### config.mk
export PLATFORM = sky130hd
export DESIGN_NAME = axis_skid_pipe
export DESIGN_NICKNAME = d
export VERILOG_FILES = /design/src/rtl/axis_pipe_pkg.sv /design/src/rtl/axis_skid_stage.sv /design/src/rtl/axis_skid_pipe.sv
export SDC_FILE = /design/constraint.sdc
export NUM_CORES = 1
export LEC_CHECK = 0
export ABC_AREA = 1
export CELL_PAD_IN_SITES_DETAIL_PLACEMENT = 2
export CELL_PAD_IN_SITES_GLOBAL_PLACEMENT = 2
export CORE_ASPECT_RATIO = 1.1
export CORE_MARGIN = 1.5
export CORE_UTILIZATION = 40
export DETAILED_ROUTE_END_ITERATION = 12
export DONT_BUFFER_PORTS = 1
export HOLD_SLACK_MARGIN = 0.03
export PLACE_DENSITY_LB_ADDON = 0.1
export SYNTH_ARGS = -nofsm -noshare
export SYNTH_HDL_FRONTEND = slang
export SYNTH_HIERARCHICAL = 1
export SYNTH_SLANG_ARGS = --single-unit
### constraint.sdc
create_clock -name aclk_i -period 5 [get_ports aclk_i]
set_clock_uncertainty 0.05 [all_clocks]
set_input_delay 0.5 -clock aclk_i [delete_from_list [all_inputs] [get_ports aclk_i]]
set_output_delay 0.5 -clock aclk_i [all_outputs]
set_load 0.005 [all_outputs]
### src/rtl/axis_pipe_pkg.sv
// rtl/axis_pipe_pkg.sv - shared constants and stage-0 adder for axis_skid_pipe
// AXIS_SKID_PIPE_SAT_EN selects a saturating stage-0 add instead of wrap-around.
package axis_pipe_pkg;

  localparam int MAX_STAGES = 16;
  localparam int MAX_DWIDTH = 63;

  function automatic int occ_width(input int stages);
    return $clog2(2 * stages + 1);
  endfunction

  // The sum is formed one bit wider than width so the carry out is visible.
  function automatic logic [63:0] add_incr(input logic [63:0] data,
                                           input logic [63:0] incr,
                                           input int          width);
    logic [63:0] mask;
    logic [63:0] sum;
    mask = (64'd1 << width) - 64'd1;
    sum  = (data & mask) + (incr & mask);
`ifdef AXIS_SKID_PIPE_SAT_EN
    if ((sum & ~mask) != 64'd0) begin
      sum = mask;
    end
`endif
    return sum & mask;
  endfunction

endpackage

### src/rtl/axis_skid_stage.sv
// rtl/axis_skid_stage.sv - one full-throughput skid-buffer stage
// Upstream ready is a flop that always equals the inverse of the skid-valid flag.
module axis_skid_stage #(
  parameter int DWIDTH = 8
) (
  input  logic              aclk_i,
  input  logic              areset_i,
  input  logic              in_valid,
  input  logic [DWIDTH-1:0] in_data,
  output logic              in_ready,
  output logic              out_valid,
  output logic [DWIDTH-1:0] out_data,
  input  logic              out_ready,
  output logic [1:0]        occ
);

  logic              m_v;
  logic              s_v;
  logic [DWIDTH-1:0] m_d;
  logic [DWIDTH-1:0] s_d;
  logic              rdy_q;
  logic              in_xfer;
  logic              out_xfer;

  assign in_xfer  = in_valid & ~s_v;
  assign out_xfer = m_v & out_ready;

  always_ff @(posedge aclk_i or posedge areset_i) begin
    if (areset_i) begin
      m_v   <= 1'b0;
      s_v   <= 1'b0;
      m_d   <= '0;
      s_d   <= '0;
      rdy_q <= 1'b1;
    end else if (out_xfer && s_v) begin
      // Skid drains into main; upstream was held off this cycle.
      m_d   <= s_d;
      s_v   <= 1'b0;
      rdy_q <= 1'b1;
    end else if (in_xfer && (!m_v || out_ready)) begin
      m_d <= in_data;
      m_v <= 1'b1;
    end else if (in_xfer && m_v && !out_ready) begin
      s_d   <= in_data;
      s_v   <= 1'b1;
      rdy_q <= 1'b0;
    end else if (out_xfer && !in_xfer && !s_v) begin
      m_v <= 1'b0;
    end
  end

  assign in_ready  = rdy_q;
  assign out_valid = m_v;
  assign out_data  = m_d;
  assign occ       = 2'(m_v) + 2'(s_v);

endmodule

### src/rtl/axis_skid_pipe.sv
// rtl/axis_skid_pipe.sv - chain of STAGES skid stages adding INCR to every beat
// AXIS_SKID_PIPE_SAT_EN (see axis_pipe_pkg) makes the stage-0 add saturate.
module axis_skid_pipe
  import axis_pipe_pkg::*;
#(
  parameter int          DWIDTH = 8,
  parameter int          STAGES = 2,
  parameter int unsigned INCR   = 1
) (
  input  logic                           aclk_i,
  input  logic                           areset_i,
  input  logic                           valid_i,
  input  logic [DWIDTH-1:0]              data_i,
  output logic                           ready_o,
  output logic                           valid_o,
  output logic [DWIDTH-1:0]              data_o,
  input  logic                           ready_i,
  output logic [occ_width(STAGES)-1:0]   occupancy_o
);

  localparam int OCC_W = occ_width(STAGES);

  // Element k is the boundary feeding stage k; element STAGES is the pipe output.
  logic              chain_valid [STAGES+1];
  logic              chain_ready [STAGES+1];
  logic [DWIDTH-1:0] chain_data  [STAGES+1];
  logic [1:0]        stage_occ   [STAGES];
  logic [OCC_W-1:0]  occ_sum;

  assign chain_valid[0]  = valid_i;
  assign chain_data[0]   = DWIDTH'(add_incr(64'(data_i), 64'(INCR), DWIDTH));
  assign ready_o         = chain_ready[0];
  assign chain_ready[STAGES] = ready_i;
  assign valid_o         = chain_valid[STAGES];
  assign data_o          = chain_data[STAGES];

  for (genvar k = 0; k < STAGES; k++) begin : g_stage
    axis_skid_stage #(
      .DWIDTH(DWIDTH)
    ) u_stage (
      .aclk_i   (aclk_i),
      .areset_i (areset_i),
      .in_valid (chain_valid[k]),
      .in_data  (chain_data[k]),
      .in_ready (chain_ready[k]),
      .out_valid(chain_valid[k+1]),
      .out_data (chain_data[k+1]),
      .out_ready(chain_ready[k+1]),
      .occ      (stage_occ[k])
    );
  end

  // Sum of flop bits only, so it tracks the flags and clears with the async reset.
  always_comb begin
    occ_sum = '0;
    for (int k = 0; k < STAGES; k++) begin
      occ_sum = occ_sum + OCC_W'(stage_occ[k]);
    end
  end

  assign occupancy_o = occ_sum;

endmodule

==> impl_metrics.yaml <==
outcome:
  status: "complete, no violations"
grt:
  antenna_found_initial: 0
  grt_max_degree: 20
  grt_pass1_wl_um: 9090
  grt_pass1_vias: 1873
  grt.overflow.total: 0
  grt_usage: 0.208
drt:
  vias: 1658
  ant_nets: 0
  dr.pass1.iters: 4
  finalWirelength_um: 5070
  wire_per_inst_um: 16.3
  drtIter0Drc: 87
  drc: 0
  via_per_inst: 5.31
setup_path:
  cp_top_family: "adder cells"
  worst-path-max-fanout: 13
  slowest_delay_ns: 0.67
  worstPathBufferInverterCount: 0
  criticalPathCategory: "flip-flop to output pin"
  path_cells: "ha_1, ha_1, fa_1"
  worst_path_most_repeated_cell: "ha_1"
  crit_arrival_ns: 2.01
  startpoint_type: "flip-flop"
  cp.required_ns: 4.45
  cpMaxStageDelayCell: "dfrtp_1"
  crit_path_end_kind: "output pin"
power:
  p_leak_nw: 1.16
  p_sw_frac: 0.438
  power_frac_seq: 0.456
  vdd_ir_drop_max_mv: 0.218
  switching_power_mw: 0.603
  combinationalPowerShare: 0.364
  p_per_area_nw_per_um2: 639
  power.internal_mw: 0.775
  p_clk_frac: 0.180
sta:
  fmax_ghz: 0.390
  maxSlewHeadroom: 0.479
  setup_viol: 0
  hold_viol_final: 0
  worstMarginPinSlew_ns: 0.781
  min_period_ns: 2.56
  setup_tns_ns: 0
  fin_crit_sh: 0.513
  rsz0062_at_grt: "false"
  slew_viol_final: 0
  whs_ns: 0.173
floorplanning:
  start_util: 0.414
  coreArea_um2: 4970
  io_pins: 25
  die_x_um: 71.3
  dieArea_um2: 5580
  rows: 27
  dieHeight_um: 78.2
run:
  max_cap_viol_count: 0
yosys:
  yosysSeqAreaShare: 0.464
  avgSynthCellArea_um2: 8.03
  syn_nets: 273
  ys_types: 21
  syn_area_um2: 2050
  yosys_warnings: 6
  ys_ff_latch: 38
  syn-instance-count: 256
finish:
  antenna_cells: 0
  finalInstanceArea_um2: 2160
  final_util: 0.434
  final_common_cell: "nand2_1"
  fin_nets: 270
  final_cell_mix: "115 x nand2_1, 37 x nand3_1, 36 x dfrtp_1"
  drive_gt1_frac: 0.102
  syn_to_final_growth_pct: 4.99
clocking:
  htreeDepth: 2
  cts_root_buffer: "clkbuf_8"
  cts_setup_buffers: 0
  numCtsBuffers: 5
  cts.sinks: 38
  holdBufCountCts: 0
  cts_max_path_buffers: 2
  clkTransAtPathRegs_ns: 0.08
  tritoncts: "yes"
  insertion_delay_ns: 0.29
  post_cts_resized: 0
hold_path:
  hp-class: "primary input to async pin"
placed_design:
  dpl.hpwl_um: 3670
  place_area_um2: 2050
  gp_congestion: 0.725
  port_buffers: 0
[synth_stat cells]
cell / count / area share
nand4_1: 16 / 0.049
nor2_1: 4 / 0.0073
nand2_2: 4 / 0.012
buf_2: 4 / 0.0097
o21ai_1: 1 / 0.0024
fa_1: 1 / 0.0097
inv_1: 8 / 0.015
buf_4: 2 / 0.0073
nand2_4: 4 / 0.022
nand3_4: 2 / 0.017
xnor2_1: 2 / 0.0085
nand2_1: 115 / 0.21
nand3_1: 37 / 0.090
inv_2: 4 / 0.0073
xor2_1: 1 / 0.0043
dfrtp_1: 36 / 0.44
ha_1: 4 / 0.024
o21ai_0: 3 / 0.0073
buf_6: 4 / 0.022
nor2_4: 2 / 0.011
dfstp_2: 2 / 0.026
[sequential cells by signal (all words and copies together) (netlist names)]
name	flops
g_stage.u_stage/out_data	16
g_stage.u_stage/in_ready	2
g_stage.u_stage/out_valid	2
g_stage.u_stage/s_v	2
g_stage.u_stage/s_d	16
[per-stage QoR]
step / power, mW / instances / setup WS (ns)
2_1_floorplan: 1.02 / 256 / 3.04
3_3_place_gp: 1.11 / 304 / 2.79
3_5_place_dp: 1.15 / 304 / 2.75
4_1_cts: 1.41 / 312 / 2.42
5_1_grt: 1.52 / 312 / 2.37
6_report: 1.38 / 312 / 2.44
[kinds of logic (layout without fill, tap and decap cells)]
family,Yosys count,in the layout,synth area share
flip-flops,38,38,0.464
XOR/XNOR,3,3,0.0128
AND/OR/NAND/NOR,184,184,0.418
adder cells (fa/ha/maj),5,5,0.0341
AO/OA/AOI/OAI,4,4,0.00974
buffers and inverters,22,20,0.0609
[path summary, 6_finish.rpt]
kind	from	endpoint	slack, ns	cells after the start
max	g_stage[1].u_stage/s_v$_DFFE_PP0P_	occupancy_o[1]	2.44	3
min reg2reg	g_stage[0].u_stage/in_ready$_DFFE_PP1P_	g_stage[0].u_stage/in_ready$_DFFE_PP1P_	0.43	2
max reg2reg	g_stage[0].u_stage/out_valid$_DFFE_PP0P_	g_stage[1].u_stage/s_v$_DFFE_PP0P_	3.34	5
min	areset_i	g_stage[0].u_stage/out_data[7]$_DFFE_PP0P_	0.17	1
max in group asynchronous	areset_i	g_stage[1].u_stage/s_d[4]$_DFFE_PP0P_	4.23	1
min in group aclk_i	ready_i	g_stage[1].u_stage/out_valid$_DFFE_PP0P_	0.36	3
[worst register-to-register path, delay by kind of cell, from the launching register on]
kind | cells | cell delay (ns)
and+or+nand+nor | 4 | 0.72
DFF | 1 | 0.64
buffers and inverters | 1 | 0.14
[power by group through the flow]
stage                     sequential [mW]  clock (mW)  combinational (mW)
after floorplan                     0.548           0               0.476
after global placement              0.632           0               0.477
after detailed placement            0.637           0               0.509
after CTS                           0.631       0.259               0.519
after global routing                0.655       0.268               0.595
final                               0.628       0.249               0.501
[routing by layer]
metal,global-route usage,part of all wire,up-vias
met3,0.0334,0.020,5
met1,0.241,0.42,803
met2,0.388,0.55,24
met5,0,0,-
li1,-,-,826
met4,0.0623,0.012,0
[final cells by class]
class                      count  area [um^2]
tap                           58         72.6
multi-input combinational    196          976
inverter                      12         45.0
fill                         577         2810
clock buffer                   8          110
sequential                    38          953
No activity file was read; power rests on OpenSTA's default activity.
